### config.mk
export PLATFORM = sky130hd
export DESIGN_NAME = fetch_prefetch_unit
export DESIGN_NICKNAME = d
export VERILOG_FILES = /design/src/rtl/fetch_prefetch_unit.sv
export SDC_FILE = /design/constraint.sdc
export NUM_CORES = 1
export LEC_CHECK = 0
export ABC_AREA = 0
export CAP_MARGIN = 30
export CORE_MARGIN = 4
export CORE_UTILIZATION = 46
export DETAILED_ROUTE_END_ITERATION = 8
export PLACE_DENSITY = 0.78
export SLEW_MARGIN = 5
export SYNTH_ARGS = -nofsm -noshare
export SYNTH_HDL_FRONTEND = slang
export SYNTH_SLANG_ARGS = --single-unit
### constraint.sdc
create_clock -name CLK -period 9.9 [get_ports CLK]
set_input_delay 2.97 -clock CLK [delete_from_list [all_inputs] [get_ports CLK]]
set_output_delay 2.97 -clock CLK [all_outputs]
set_load 0.02 [all_outputs]
### src/rtl/fetch_prefetch_unit.sv
// fetch_prefetch_unit
// Instruction fetch stage with a DEPTH-entry circular prefetch buffer.
// It owns the fetch PC and the PC+4 increment. It isolates instruction-memory
// wait states (IMEM_BUSYWAIT) from decode stalls (ID_HOLD).
// A redirect flushes the buffer and restarts fetch at a word-aligned target.
// Optional build macro FETCH_PERF_CNT_EN adds saturating stall/redirect counters.

module fetch_prefetch_unit #(
  parameter int              XLEN     = 32,
  parameter int              DEPTH    = 4,
  parameter logic [XLEN-1:0] RESET_PC = '0
) (
  input  logic                   CLK,
  input  logic                   RESET,
  output logic [XLEN-1:0]        IMEM_ADDR,
  output logic                   IMEM_READ,
  input  logic [31:0]            IMEM_INSTR,
  input  logic                   IMEM_BUSYWAIT,
  input  logic                   REDIRECT,
  input  logic [XLEN-1:0]        REDIRECT_PC,
  input  logic                   ID_HOLD,
  output logic                   ID_VALID,
  output logic [XLEN-1:0]        ID_PC,
  output logic [31:0]            ID_INSTRUCTION,
  output logic [$clog2(DEPTH):0] BUF_COUNT
`ifdef FETCH_PERF_CNT_EN
  ,
  output logic [31:0]            FETCH_STALL_CYCLES,
  output logic [31:0]            FETCH_REDIRECTS
`endif
);

  localparam int               PTR_W      = $clog2(DEPTH);
  localparam int               CNT_W      = PTR_W + 1;
  localparam logic [CNT_W-1:0] FULL_COUNT = CNT_W'(DEPTH);
  localparam logic [31:0]      NOP_INSTR  = 32'h00000013;

  logic [XLEN-1:0]  fetch_pc;
  logic [PTR_W-1:0] wr_ptr;
  logic [PTR_W-1:0] rd_ptr;
  logic [CNT_W-1:0] count;

  logic [XLEN-1:0]  pc_buf    [DEPTH];
  logic [31:0]      instr_buf [DEPTH];

  logic             push;
  logic             pop;
  logic             buf_empty;
  logic             buf_full;
  logic [XLEN-1:0]  redirect_target;

  // Request generation and push/pop qualification; redirect suppresses both
  always_comb begin
    buf_empty       = (count == '0);
    buf_full        = (count == FULL_COUNT);
    redirect_target = REDIRECT_PC & ~XLEN'(3);
    IMEM_ADDR       = fetch_pc;
    IMEM_READ       = !RESET && !REDIRECT && !buf_full;
    push            = IMEM_READ && !IMEM_BUSYWAIT;
    pop             = !buf_empty && !ID_HOLD && !REDIRECT;
  end

  // Present the buffer head to decode, or a NOP bubble when empty
  always_comb begin
    ID_VALID       = !buf_empty;
    ID_PC          = '0;
    ID_INSTRUCTION = NOP_INSTR;
    BUF_COUNT      = count;
    if (!buf_empty) begin
      ID_PC          = pc_buf[rd_ptr];
      ID_INSTRUCTION = instr_buf[rd_ptr];
    end
  end

  // Fetch PC, pointers and occupancy; redirect overrides any push or pop
  always_ff @(posedge CLK or posedge RESET) begin
    if (RESET) begin
      fetch_pc <= RESET_PC;
      wr_ptr   <= '0;
      rd_ptr   <= '0;
      count    <= '0;
    end else if (REDIRECT) begin
      fetch_pc <= redirect_target;
      wr_ptr   <= '0;
      rd_ptr   <= '0;
      count    <= '0;
    end else begin
      if (push) begin
        fetch_pc <= fetch_pc + XLEN'(4);
        wr_ptr   <= wr_ptr + PTR_W'(1);
      end
      if (pop) begin
        rd_ptr <= rd_ptr + PTR_W'(1);
      end
      case ({push, pop})
        2'b10:   count <= count + CNT_W'(1);
        2'b01:   count <= count - CNT_W'(1);
        default: count <= count;
      endcase
    end
  end

  // Buffer storage is only read through the count-qualified head, so it needs no reset
  always_ff @(posedge CLK) begin
    if (push) begin
      pc_buf[wr_ptr]    <= fetch_pc;
      instr_buf[wr_ptr] <= IMEM_INSTR;
    end
  end

`ifdef FETCH_PERF_CNT_EN
  // Saturating counters for memory wait cycles and redirect cycles
  always_ff @(posedge CLK or posedge RESET) begin
    if (RESET) begin
      FETCH_STALL_CYCLES <= '0;
      FETCH_REDIRECTS    <= '0;
    end else begin
      if (IMEM_READ && IMEM_BUSYWAIT && (FETCH_STALL_CYCLES != '1)) begin
        FETCH_STALL_CYCLES <= FETCH_STALL_CYCLES + 32'd1;
      end
      if (REDIRECT && (FETCH_REDIRECTS != '1)) begin
        FETCH_REDIRECTS <= FETCH_REDIRECTS + 32'd1;
      end
    end
  end
`endif

endmodule

==> Word level (Yosys, flattened, before mapping) <==
Memory sizes are Yosys's and may differ from the RTL's.
Index checks and enable logic that the tools add are counted.
Widths: inputs -> output; s select.
{ "totals": {"ff_bits": 39, "ram_bits": 256, "input_bits": 69, "mem_count": 2} }
{ "memory_table": {"columns": ["name", "depth", "width", "read_ports", "rd_clocked_by_memory_dff", "wr", "line_no", "rtl"], "rows": [
  ["instr_buf", 4, 32, 1, 0, 1, "44", "logic [31:0] instr_buf [DEPTH];"],
  ["pc_buf", 4, 32, 1, 0, 1, "43", "logic [XLEN-1:0] pc_buf [DEPTH];"]
]} }
{ "classes": {"add_sub_neg": 5, "eq_ne": 3, "n_mux": 12, "n_reduce_logical": 15} }
{ "op_table": {"columns": ["op", "n"], "rows": [
  ["$mux 32", 4],
  ["$add 32x3->32 const B", 1],
  ["$mux 2", 4],
  ["$logic_not 1->1", 6],
  ["$pmux 3 s2", 1],
  ["$logic_and 1x1->1", 5],
  ["$add 2x1->2 const B", 2],
  ["$reduce_bool 2->1", 2],
  ["$add 3x1->3 const B", 1],
  ["$eq 3x3->1 const B", 1],
  ["$logic_not 3->1", 1],
  ["$mux 3", 1],
  ["$reduce_bool 3->1", 1],
  ["$sub 3x1->3 const B", 1],
  ["$eq 2x1->1 const B", 1],
  ["$eq 2x2->1 const B", 1],
  ["$mux 1", 2]
]} }

==> Depth between registers and ports, before layout <==
Gate-level depths: netlist of run 1.
{ "logic_depth": {"ltp_word": 7, "ltp_mapped": 10, "depth_no_buf": 9} }

==> Worst setup path before layout of run 1 <==
Ideal clock, no wire load.
{ "synth_path": {"kind": "input to output", "startpoint": "in REDIRECT", "endpoint": "out IMEM_READ", "arrival_ns": 3.999, "required_ns": 6.930, "path_slack_ns": 2.931, "path_stages": 4, "n_path_buf": 3, "path_cell_list": "buf_6 clkbuf_1 clkbuf_1 nor3_1"} }
{ "synth_via": {"elab_chain_cells": 3} }
{ "synth_rtl": {"columns": ["element", "line_no", "rtl"], "rows": [
  ["from (decl)", "19", "input logic REDIRECT,"],
  ["$logic_not 1->1", "58", "IMEM_READ = !RESET && !REDIRECT && !buf_full;"],
  ["$logic_and 1x1->1 (2 in series)", "58", null],
  ["to (decl)", "16", "output logic IMEM_READ,"]
]} }
Every way passes these cells.

==> Worst setup path in the final report of run 1 <==
{ "layout_path": {"startpoint": "in RESET", "endpoint": "out IMEM_READ"} }
{ "layout_via": {"elab_chain_cells": 3} }
{ "layout_rtl": {"columns": ["element", "line_no", "rtl"], "rows": [
  ["from (decl)", "14", "input logic RESET,"],
  ["$logic_not 1->1 (no line)", null, null],
  ["$logic_and 1x1->1 (2 in series)", "58", null]
]} }
Every way passes these cells.

==> results of run 1 <==
-- stage by stage --
stage	power, uW	hold WS (ns)
floorplan	1900	0.515
global placement	2260	0.535
detailed placement	2290	0.587
CTS	3270	0.596
global route	3370	0.617
finish	3220	0.587
-- registers in the layout (all words and copies together), names as in the netlist --
| register | flops |
|---|---|
| pc_buf | 120 |
| BUF_COUNT | 3 |
| IMEM_ADDR | 30 |
| instr_buf | 128 |
| wr_ptr | 2 |
| rd_ptr | 2 |
-- synth_stat cells, types with 4 or more instances --
master	n	area, um^2
edfxtp_1	248	7450
and2_1	64	400
mux4_2	62	1400
dfrtp_1	37	926
nand2_1	34	128
nor2_1	23	86.3
clkbuf_1	22	82.6
o21ai_0	22	110
nand3_1	20	100
buf_2	10	50.1
nand4_1	9	56.3
o211ai_1	8	60.1
inv_1	7	26.3
nor3_1	7	35.0
a221o_1	6	60.1
a21oi_1	5	25.0
a31oi_1	5	31.3
ha_1	5	62.6
or3_1	5	31.3
a21o_1	4	30.0
buf_4	4	30.0
nor4_1	4	25.0
or2_2	4	25.0
xnor2_1	4	35.0
-- power breakdown --
group          internal, uW  switching [uW]
sequential             1360            71.9
clock                   552             420
combinational           417             402
total                  2330             895
-- metal layers --
metal,up-vias,global-route usage,part of all wire
met1,3317,0.249,0.43
li1,2946,-,-
met4,0,0.0324,0.012
met5,-,0,0
met2,230,0.288,0.49
met3,28,0.0382,0.074
-- cell families after synthesis --
family / after synthesis
adders and majority gates: 6
AOI/OAI and AO/OA: 58
muxes: 64
and+or+nand+nor: 194
DFF: 285
other: 1
xor gates and xnor gates: 7
buffers and inverters: 44
-- final timing paths --
check / start / endpoint / cells after the start
max in group asynchronous: RESET / rd_ptr[0]$_DFFE_PP0P_ / 3
max: RESET / IMEM_READ / 3
min reg2reg: IMEM_ADDR[19]$_DFFE_PP0N_ / pc_buf[2][19]$_DFFE_PP_ / 0
min in group asynchronous: RESET / BUF_COUNT[2]$_DFFE_PP0P_ / 3
max reg2reg: BUF_COUNT[0]$_DFFE_PP0P_ / BUF_COUNT[2]$_DFFE_PP0P_ / 10
min: IMEM_ADDR[19]$_DFFE_PP0N_ / pc_buf[2][19]$_DFFE_PP_ / 0
-- cell type report --
| type | instances | area (um^2) | share of cell area |
|---|---|---|---|
| inverter | 7 | 26.3 | 0.00180 |
| multi-input combinational | 333 | 3100 | 0.212 |
| tap | 324 | 405 | 0.0278 |
| clock inverter | 13 | 66.3 | 0.00454 |
| timing repair buffer | 176 | 1830 | 0.126 |
| clock buffer | 40 | 787 | 0.0539 |
| sequential | 285 | 8380 | 0.574 |
-- worst max-delay path, cell delays in order --
cell             delay [ns]
clkdlybuf4s50_1        0.50
nor3_1                 0.25
clkdlybuf4s50_1        0.65
==> insert_results.sql, run 1 <==
INSERT INTO impl_metrics (metric_group, metric, value, unit) VALUES
('status', 'status', 'finished clean', ''),
('clock_tree', 'cts_resized', '0', ''),
('synth', 'dominant_combinational_cell_family_by_area_after_synthesis', 'multiplexers', ''),
('die', 'die_height', '167', 'um'),
('timing', 'hold_viol', '0', ''),
('placed_design', 'port_bufs', '163', ''),
('synth', 'ys_seq_elements', '285', ''),
('synth', 'yosys_warnings', '0', ''),
('timing', 'slew_headroom', '0.461', ''),
('synth', 'netlist-cell-type-count', '48', ''),
('clock_tree', 'ctsHoldBuffers', '0', ''),
('die', 'ios', '170', ''),
('timing', 'timing.setup.tns', '0', 'ns'),
('clock_tree', 'clk_pin_slew', '0.06', 'ns'),
('synth', 'netlist_area', '0.0116', 'mm^2'),
('synth', 'syn-mean-instance-area', '17.7', 'um^2'),
('die', 'initial_cell_density_of_the_core', '0.473', ''),
('final_layout', 'non_filler_cells_in_the_finished_layout', '1178', ''),
('final_layout', 'highest_count_cells_in_the_layout_ignoring_fill_and_taps', 'edfxtp_1, clkdlybuf4s50_1, mux4_2', ''),
('placed_design', 'placedInstanceArea', '0.0137', 'mm^2'),
('synth', 'post_synth_xor_area_fraction', '0.00527', ''),
('die', 'placementRows', '57', ''),
('clock_tree', 'clockRootBuffer', 'clkbuf_16', ''),
('worst_setup_path', 'crit_fanout', '4', ''),
('final_layout', 'insertedDiodeCount', '0', ''),
('global_route', 'wire_length_of_the_first_global_routing_pass', '39000', 'um'),
('final_layout', 'num-nets-final', '907', ''),
('die', 'core_area', '0.0246', 'mm^2'),
('synth', 'synthArstFlopShare', '0.130', ''),
('timing', 'finalMaxSlewViolations', '0', ''),
('route', 'drt-vias-per-instance', '5.54', ''),
('clock_tree', 'htree_levels', '1', ''),
('timing', 'clock-skew-final', '0.0108', 'ns'),
('timing', 'period_needed', '7.34', 'ns'),
('job', 'max-cap-violations', '0', ''),
('clock_tree', 'cts_tree', 'built', ''),
('synth', 'synth-compound-area-share', '0.0326', ''),
('synth', 'synth_enable_flop_cells', '248', ''),
('route', 'remaining_drc_errors', '0', ''),
('timing', 'worst_slack_setup_final', '2.56', 'ns'),
('placed_design', 'total_instance_count_after_detailed_placement', '1123', ''),
('route', 'detail_route.first_pass.iterations', '5', ''),
('synth', 'top_reg_cell_synth', 'edfxtp_1', ''),
('synth', 'postSynthCellCount', '659', ''),
('synth', 'synth_fa_ha_area_frac', '0.00710', ''),
('pwr', 'worst_ir_drop_vdd', '0.000124', 'V'),
('final_layout', 'fillCellCount', '1849', ''),
('final_layout', 'post_route_cells_drive_above_1_share', '0.157', ''),
('route', 'drt_iter0_drc', '521', ''),
('route', 'routed_wl', '24700', 'um'),
('worst_setup_path', 'cp-end-kind', 'primary output', ''),
('timing', 'final_min_period_over_clock_period', '0.742', ''),
('clock_tree', 'numCtsBuffers', '29', ''),
('pwr', 'total_leakage_power', '0.00478', 'uW'),
('global_route', 'pin_count_of_the_biggest_net_entering_global_routing', '64', ''),
('worst_setup_path', 'register_to_register_path_setup_slack', '7.09', 'ns'),
('timing', 'pin_slew_with_the_least_headroom_to_its_limit', '0.808', 'ns'),
('timing', 'final_setup_fails', '0', ''),
('route', 'ant_nets', '0', ''),
('die', 'design.die.area', '0.0279', 'mm^2'),
('final_layout', 'synthesis_to_finish_area_growth', '25.4', '%'),
('final_layout', 'finalCoreUtilization', '0.593', ''),
('synth', 'synth-seq-area-share', '0.719', ''),
('worst_setup_path', 'timing.critical_path.arrival', '4.37', 'ns'),
('global_route', 'grt_use_total', '0.176', ''),
('clock_tree', 'clockBufferDepth', '3', ''),
('worst_setup_path', 'timing_worst_setup_path_type', 'in2out', ''),
('placed_design', 'dpl_worst_slack', '2.55', 'ns'),
('route', 'num_vias', '6521', ''),
('worst_hold_path', 'timing.hold.worst.class', 'reg2reg', ''),
('synth', 'post_synth_mux_area_share', '0.122', '');
No activity file was read; power rests on OpenSTA's default activity.
==> run 2, diff against run 1 <==
--- a/config.mk
+++ b/config.mk
@@ -10,7 +10,7 @@
 export CORE_MARGIN = 4
 export CORE_UTILIZATION = 46
 export DETAILED_ROUTE_END_ITERATION = 8
-export PLACE_DENSITY = 0.78
+export PLACE_DENSITY = 0.81
 export SLEW_MARGIN = 5
 export SYNTH_ARGS = -nofsm -noshare
 export SYNTH_HDL_FRONTEND = slang
==> constraint.sdc (replaced) <==
create_clock -name CLK -period 6.5 [get_ports CLK]
set_input_delay 1.95 -clock CLK [delete_from_list [all_inputs] [get_ports CLK]]
set_output_delay 1.95 -clock CLK [all_outputs]
set_load 0.02 [all_outputs]
==> insert_results.sql, run 2 (synthesis results as in run 1) <==
INSERT INTO impl_metrics (metric_group, metric, value, unit) VALUES
('status', 'status', 'finished clean', ''),
('worst_hold_path', 'hold_path_depth', '1', ''),
('pwr', 'power_dens_cells', '343', 'mW/mm^2'),
('final_layout', 'number_of_flip_flops_under_the_largest_register_name', '128', ''),
('timing', 'finalMaxSlewViolations', '0', ''),
('timing', 'worst_slack_setup_final', '1.22', 'ns'),
('die', 'ios', '170', ''),
('global_route', 'antenna_found_initial', '1', ''),
('clock_tree', 'htree_levels', '1', ''),
('final_layout', 'highest_count_cells_in_the_layout_ignoring_fill_and_taps', 'edfxtp_1, clkdlybuf4s50_1, mux4_2', ''),
('timing', 'grt_setup_unrepaired', 'no', ''),
('die', 'floorplan.die.width', '167', 'um'),
('worst_setup_path', 'critPathMaxStageDelay', '0.64', 'ns'),
('timing', 'fmax', '190', 'MHz'),
('timing', 'hold_viol', '0', ''),
('pwr', 'pwr-share-seq', '0.430', ''),
('worst_hold_path', 'hold_start', 'wr_ptr[0]$_DFFE_PP0N_', ''),
('worst_setup_path', 'crit_fanout', '4', ''),
('route', 'drt-vias-per-instance', '5.58', ''),
('worst_setup_path', 'register_to_register_path_setup_slack', '3.63', 'ns'),
('clock_tree', 'clk_pin_slew', '0.06', 'ns'),
('clock_tree', 'numCtsBuffers', '28', ''),
('global_route', 'globalRoute.totalOverflow', '0', ''),
('placed_design', 'post-dp-hpwl', '15200', 'um'),
('timing', 'clock-skew-final', '0.0197', 'ns'),
('worst_setup_path', 'rr_worst_depth', '10', ''),
('final_layout', 'num-nets-final', '906', ''),
('worst_setup_path', 'worst-path-buf-inv', '2', ''),
('clock_tree', 'cts_tree', 'built', ''),
('global_route', 'wire_length_of_the_first_global_routing_pass', '38800', 'um'),
('route', 'num_vias', '6573', ''),
('pwr', 'netSwitchingFraction', '0.271', ''),
('worst_setup_path', 'timing.critical_path.arrival', '3.33', 'ns'),
('placed_design', 'total_instance_count_after_detailed_placement', '1123', ''),
('die', 'core_area', '0.0246', 'mm^2'),
('pwr', 'total_leakage_power', '0.00482', 'uW'),
('worst_setup_path', 'critical-path-top-delay-family', 'buffers and inverters', ''),
('route', 'ant_nets', '0', ''),
('route', 'remaining_drc_errors', '0', ''),
('pwr', 'power.share.clock', '0.324', ''),
('route', 'routed_wl', '24400', 'um'),
('pwr', 'p_int', '3670', 'uW'),
('placed_design', 'dpl_worst_slack', '1.22', 'ns'),
('job', 'max-cap-violations', '0', ''),
('worst_hold_path', 'holdPathEnd', 'wr_ptr[0]$_DFFE_PP0N_', ''),
('final_layout', 'mostFrequentLayoutCell', 'edfxtp_1', ''),
('final_layout', 'fillCellCount', '1845', ''),
('final_layout', 'insertedDiodeCount', '0', ''),
('final_layout', 'non_filler_cells_in_the_finished_layout', '1177', ''),
('final_layout', 'synthesis_to_finish_area_growth', '26.2', '%'),
('final_layout', 'max_flop_register', 'instr_buf', ''),
('pwr', 'power.switching', '1360', 'uW'),
('timing', 'timing.setup.tns', '0', 'ns'),
('die', 'placementRows', '57', ''),
('timing', 'pin_slew_with_the_least_headroom_to_its_limit', '1.02', 'ns'),
('clock_tree', 'cts_resized', '0', ''),
('pwr', 'share_comb_of_total_power', '0.246', ''),
('worst_setup_path', 'timing_worst_setup_path_type', 'in2out', ''),
('worst_setup_path', 'r2r_end', 'BUF_COUNT[2]$_DFFE_PP0P_', ''),
('route', 'drt_iter0_drc', '663', ''),
('placed_design', 'port_bufs', '163', ''),
('timing', 'final_setup_fails', '0', ''),
('die', 'initial_cell_density_of_the_core', '0.473', ''),
('worst_setup_path', 'crit_path_frequent_cell', 'clkdlybuf4s50_1', ''),
('route', 'detail_route.first_pass.iterations', '5', ''),
('clock_tree', 'ctsHoldBuffers', '0', ''),
('pwr', 'worst_ir_drop_vdd', '0.000228', 'V'),
('worst_setup_path', 'crit_path_start_kind', 'input pin', ''),
('clock_tree', 'cts.repair_timing.setup_buffer_count', '0', ''),
('worst_setup_path', 'critical-path-slowest-cell', 'clkdlybuf4s50_1', ''),
('timing', 'slew_headroom', '0.319', ''),
('worst_setup_path', 'cp-end-kind', 'primary output', ''),
('timing', 'final_min_period_over_clock_period', '0.812', ''),
('worst_hold_path', 'timing.hold.worst.class', 'reg2reg', ''),
('die', 'design.die.area', '0.0279', 'mm^2'),
('global_route', 'pin_count_of_the_biggest_net_entering_global_routing', '64', ''),
('route', 'wire_per_inst', '20.7', 'um'),
('global_route', 'grt_use_total', '0.174', ''),
('clock_tree', 'clock-sinks', '285', ''),
('global_route', 'first_global_vias', '6856', ''),
('worst_setup_path', 'rr_startpoint', 'BUF_COUNT[0]$_DFFE_PP0P_', ''),
('timing', 'period_needed', '5.28', 'ns'),
('final_layout', 'post_route_cells_drive_above_1_share', '0.165', ''),
('clock_tree', 'clkLatencyLatePin', '0.53', 'ns'),
('placed_design', 'gp_routability_congestion', '0.801', ''),
('clock_tree', 'clockBufferDepth', '3', ''),
('worst_setup_path', 'path_cells', 'clkdlybuf4s50_1 > nor3_1 > clkdlybuf4s50_1', ''),
('clock_tree', 'clockRootBuffer', 'clkbuf_16', ''),
('die', 'die_height', '167', 'um'),
('worst_setup_path', 'cp.required', '4.55', 'ns');
-- run 2: cell count changes in the layout (fill, tap and decap cells not counted), moves of 2 or more --
| cell | change |
|---|---|
| clkbuf_1 | -7 |
| bufinv_16 | +4 |
| clkbuf_8 | -2 |
| clkinv_2 | +2 |
| clkinvlp_4 | +2 |
-- run 2: area by class of cell --
| cell class | instances | area [um^2] | share of cell area |
|---|---|---|---|
| multi-input cells | 333 | 3100 | 0.211 |
| clock inverters | 21 | 216 | 0.0147 |
| repair buffers | 176 | 1830 | 0.125 |
| flip-flops and latches | 285 | 8380 | 0.571 |
| inverters | 7 | 26.3 | 0.00179 |
| clock buffers | 31 | 733 | 0.0499 |
| well taps | 324 | 405 | 0.0276 |
-- run 2: stage by stage --
stage,power [uW],util,hold slack (ns),instance area (um^2)
final,5040,0.597,0.589,14700
after global routing,5260,0.597,0.634,14700
after CTS,5090,0.595,0.592,14600
after detailed placement,3450,0.556,0.584,13700
after global placement,3440,0.552,0.543,13600
after floorplan,2900,-,0.515,11600
-- run 2: power by group through the flow --
stage | Sequential, uW | Combinational (uW) | Clock [uW]
6_report | 2170 | 1240 | 1630
4_1_cts | 2210 | 1210 | 1670
3_3_place_gp | 2250 | 1190 | 0
2_1_floorplan | 2180 | 720 | 0
5_1_grt | 2180 | 1320 | 1760
3_5_place_dp | 2250 | 1200 | 0
-- run 2: routing by layer --
metal / share of wire / track usage
met1: 0.43 / 0.248
met2: 0.49 / 0.288
met3: 0.066 / 0.0303
met4: 0.013 / 0.0345
met5: 0 / 0
-- run 2: worst max-delay path by stage --
stage                          startpoint                 end  slack (ns)  depth (start not counted)
finish                              RESET           IMEM_READ        1.22                          3
global placement                    RESET           IMEM_READ        1.22                          3
global route                        RESET           IMEM_READ        1.20                          3
floorplan                        REDIRECT           IMEM_READ        1.57                          4
CTS                 rd_ptr[0]$_DFFE_PP0P_  ID_INSTRUCTION[16]        1.18                          4
detailed placement                  RESET           IMEM_READ        1.22                          3
==> run 3, diff against run 2 <==
==> constraint.sdc (replaced) <==
create_clock -name CLK -period 4.8 [get_ports CLK]
set_input_delay 1.44 -clock CLK [delete_from_list [all_inputs] [get_ports CLK]]
set_output_delay 1.44 -clock CLK [all_outputs]
set_load 0.02 [all_outputs]
==> insert_results.sql, run 3 (synthesis results as in run 1) <==
INSERT INTO impl_metrics (metric_group, metric, value, unit) VALUES
('final_layout', 'post_route_cells_drive_above_1_share', '0.164', ''),
('worst_setup_path', 'rr_worst_depth', '8', ''),
('worst_setup_path', 'r2r_end', 'BUF_COUNT[2]$_DFFE_PP0P_', ''),
('worst_hold_path', 'timing.hold.worst.class', 'reg2reg', ''),
('job', 'max-cap-violations', '0', ''),
('die', 'placementRows', '57', ''),
('worst_setup_path', 'cp-end-kind', 'primary output', ''),
('die', 'design.die.area', '0.0279', 'mm^2'),
('global_route', 'pin_count_of_the_biggest_net_entering_global_routing', '53', ''),
('worst_setup_path', 'cp.required', '3.36', 'ns'),
('pwr', 'share_comb_of_total_power', '0.242', ''),
('clock_tree', 'numCtsBuffers', '29', ''),
('pwr', 'power.share.clock', '0.340', ''),
('worst_setup_path', 'rr_startpoint', 'BUF_COUNT[2]$_DFFE_PP0P_', ''),
('worst_setup_path', 'register_to_register_path_setup_slack', '2.20', 'ns'),
('worst_hold_path', 'hold_start', 'wr_ptr[0]$_DFFE_PP0N_', ''),
('pwr', 'power_dens_cells', '477', 'mW/mm^2'),
('pwr', 'power.switching', '1840', 'uW'),
('final_layout', 'max_flop_register', 'instr_buf', ''),
('die', 'initial_cell_density_of_the_core', '0.473', ''),
('die', 'die_height', '167', 'um'),
('final_layout', 'synthesis_to_finish_area_growth', '26.9', '%'),
('clock_tree', 'cts_resized', '0', ''),
('route', 'ant_nets', '0', ''),
('final_layout', 'mostFrequentLayoutCell', 'edfxtp_1', ''),
('timing', 'timing.setup.tns', '0', 'ns'),
('timing', 'hold_viol', '0', ''),
('route', 'num_vias', '6507', ''),
('clock_tree', 'clkLatencyLatePin', '0.52', 'ns'),
('clock_tree', 'cts_tree', 'built', ''),
('route', 'routed_wl', '24600', 'um'),
('worst_hold_path', 'hold_path_depth', '1', ''),
('timing', 'slew_headroom', '0.531', ''),
('die', 'core_area', '0.0246', 'mm^2'),
('route', 'drt_iter0_drc', '516', ''),
('timing', 'grt_setup_unrepaired', 'no', ''),
('placed_design', 'placedInstanceArea', '0.0137', 'mm^2'),
('clock_tree', 'ctsHoldBuffers', '0', ''),
('worst_setup_path', 'crit_fanout', '33', ''),
('die', 'ios', '170', ''),
('clock_tree', 'htree_levels', '1', ''),
('route', 'drt-vias-per-instance', '5.51', ''),
('final_layout', 'highest_count_cells_in_the_layout_ignoring_fill_and_taps', 'edfxtp_1, clkdlybuf4s50_1, mux4_2', ''),
('route', 'remaining_drc_errors', '0', ''),
('timing', 'period_needed', '4.32', 'ns'),
('final_layout', 'insertedDiodeCount', '0', ''),
('timing', 'finalMaxSlewViolations', '0', ''),
('clock_tree', 'cts.repair_timing.setup_buffer_count', '0', ''),
('pwr', 'fin_total_pwr', '7040', 'uW'),
('global_route', 'grt_use_total', '0.174', ''),
('worst_setup_path', 'timing.critical_path.arrival', '2.88', 'ns'),
('clock_tree', 'clockBufferDepth', '3', ''),
('global_route', 'antenna_found_initial', '1', ''),
('timing', 'fmax', '231', 'MHz'),
('timing', 'hold-worst-slack', '0.564', 'ns'),
('placed_design', 'gp_routability_congestion', '0.774', ''),
('clock_tree', 'clockRootBuffer', 'clkbuf_16', ''),
('placed_design', 'port_bufs', '163', ''),
('pwr', 'netSwitchingFraction', '0.262', ''),
('final_layout', 'fillCellCount', '1844', ''),
('timing', 'final_setup_fails', '0', ''),
('final_layout', 'num-nets-final', '909', ''),
('route', 'wire_per_inst', '20.8', 'um'),
('worst_setup_path', 'timing_worst_setup_path_type', 'reg2out', ''),
('pwr', 'pwr-share-seq', '0.418', ''),
('worst_hold_path', 'holdPathEnd', 'wr_ptr[0]$_DFFE_PP0N_', ''),
('final_layout', 'finalInstanceArea', '0.0148', 'mm^2'),
('timing', 'clock-skew-final', '0.0104', 'ns'),
('die', 'floorplan.die.width', '167', 'um'),
('status', 'status', 'finished clean', ''),
('final_layout', 'number_of_flip_flops_under_the_largest_register_name', '128', ''),
('route', 'detail_route.first_pass.iterations', '5', ''),
('global_route', 'wire_length_of_the_first_global_routing_pass', '38300', 'um'),
('global_route', 'globalRoute.totalOverflow', '0', ''),
('pwr', 'worst_ir_drop_vdd', '0.000228', 'V'),
('clock_tree', 'clock-sinks', '285', ''),
('placed_design', 'post-dp-hpwl', '15400', 'um'),
('timing', 'pin_slew_with_the_least_headroom_to_its_limit', '0.699', 'ns'),
('global_route', 'first_global_vias', '6680', ''),
('pwr', 'total_leakage_power', '0.00487', 'uW'),
('timing', 'final_min_period_over_clock_period', '0.901', ''),
('clock_tree', 'clk_pin_slew', '0.06', 'ns'),
('pwr', 'p_int', '5200', 'uW'),
('worst_setup_path', 'crit_path_start_kind', 'flip-flop', '');
run 3: changes by cell type in the layout (fill, tap and decap cells not counted), sizes merged:
cell	change
bufinv	+2
clkinvlp	-4
clkinv	-10
buf	+2
clkbuf	+13
run 3: power groups by stage:
stage | sequential (uW) | combinational [uW] | clock, uW
global placement | 2990 | 1690 | 0
finish | 2940 | 1710 | 2390
CTS | 2950 | 1740 | 2440
detailed placement | 3000 | 1730 | 0
floorplan | 2950 | 975 | 0
global route | 2960 | 1830 | 2550
run 3: through the flow:
step                setup slack, ns  cells   util
floorplan                     0.413    662      -
global placement              0.587   1125  0.557
detailed placement            0.579   1126  0.558
CTS                           0.393   1179  0.600
global route                  0.290   1180  0.600
finish                        0.476   1180  0.600
run 3: cell type report:
class	count	area [um^2]	share of cell area
clock buffer	44	842	0.0570
clock inverter	9	196	0.0133
inverter	7	26.3	0.00178
multi-input combinational	333	3100	0.210
sequential	285	8380	0.567
tap	324	405	0.0274
timing repair buffer	178	1830	0.124
run 3: worst max path at each step:
stage | startpoint | endpoint | slack [ns] | cells after the start
2_1_floorplan | REDIRECT | instr_buf[0][0]$_DFFE_PP_ | 0.41 | 5
3_3_place_gp | RESET | IMEM_READ | 0.59 | 3
3_5_place_dp | RESET | IMEM_READ | 0.58 | 3
4_1_cts | rd_ptr[0]$_DFFE_PP0P_ | ID_PC[17] | 0.39 | 4
5_1_grt | rd_ptr[0]$_DFFE_PP0P_ | ID_PC[17] | 0.29 | 4
6_report | rd_ptr[0]$_DFFE_PP0P_ | ID_PC[15] | 0.48 | 4
run 3: routing by layer:
| metal | up-vias | wire (um) | GRT usage |
|---|---|---|---|
| met5 | - | 13 | 0 |
| met4 | 2 | 417 | 0.0349 |
| met3 | 35 | 1630 | 0.0367 |
| met2 | 234 | 11900 | 0.283 |
| met1 | 3293 | 10600 | 0.248 |
| li1 | 2943 | - | - |
run 3: critical path, cell delays in order, from the launching register on:
cell and delay, ns:
dfrtp_4 0.71, buf_12 0.34, mux4_2 0.53, and2_1 0.16, clkdlybuf4s50_1 0.59
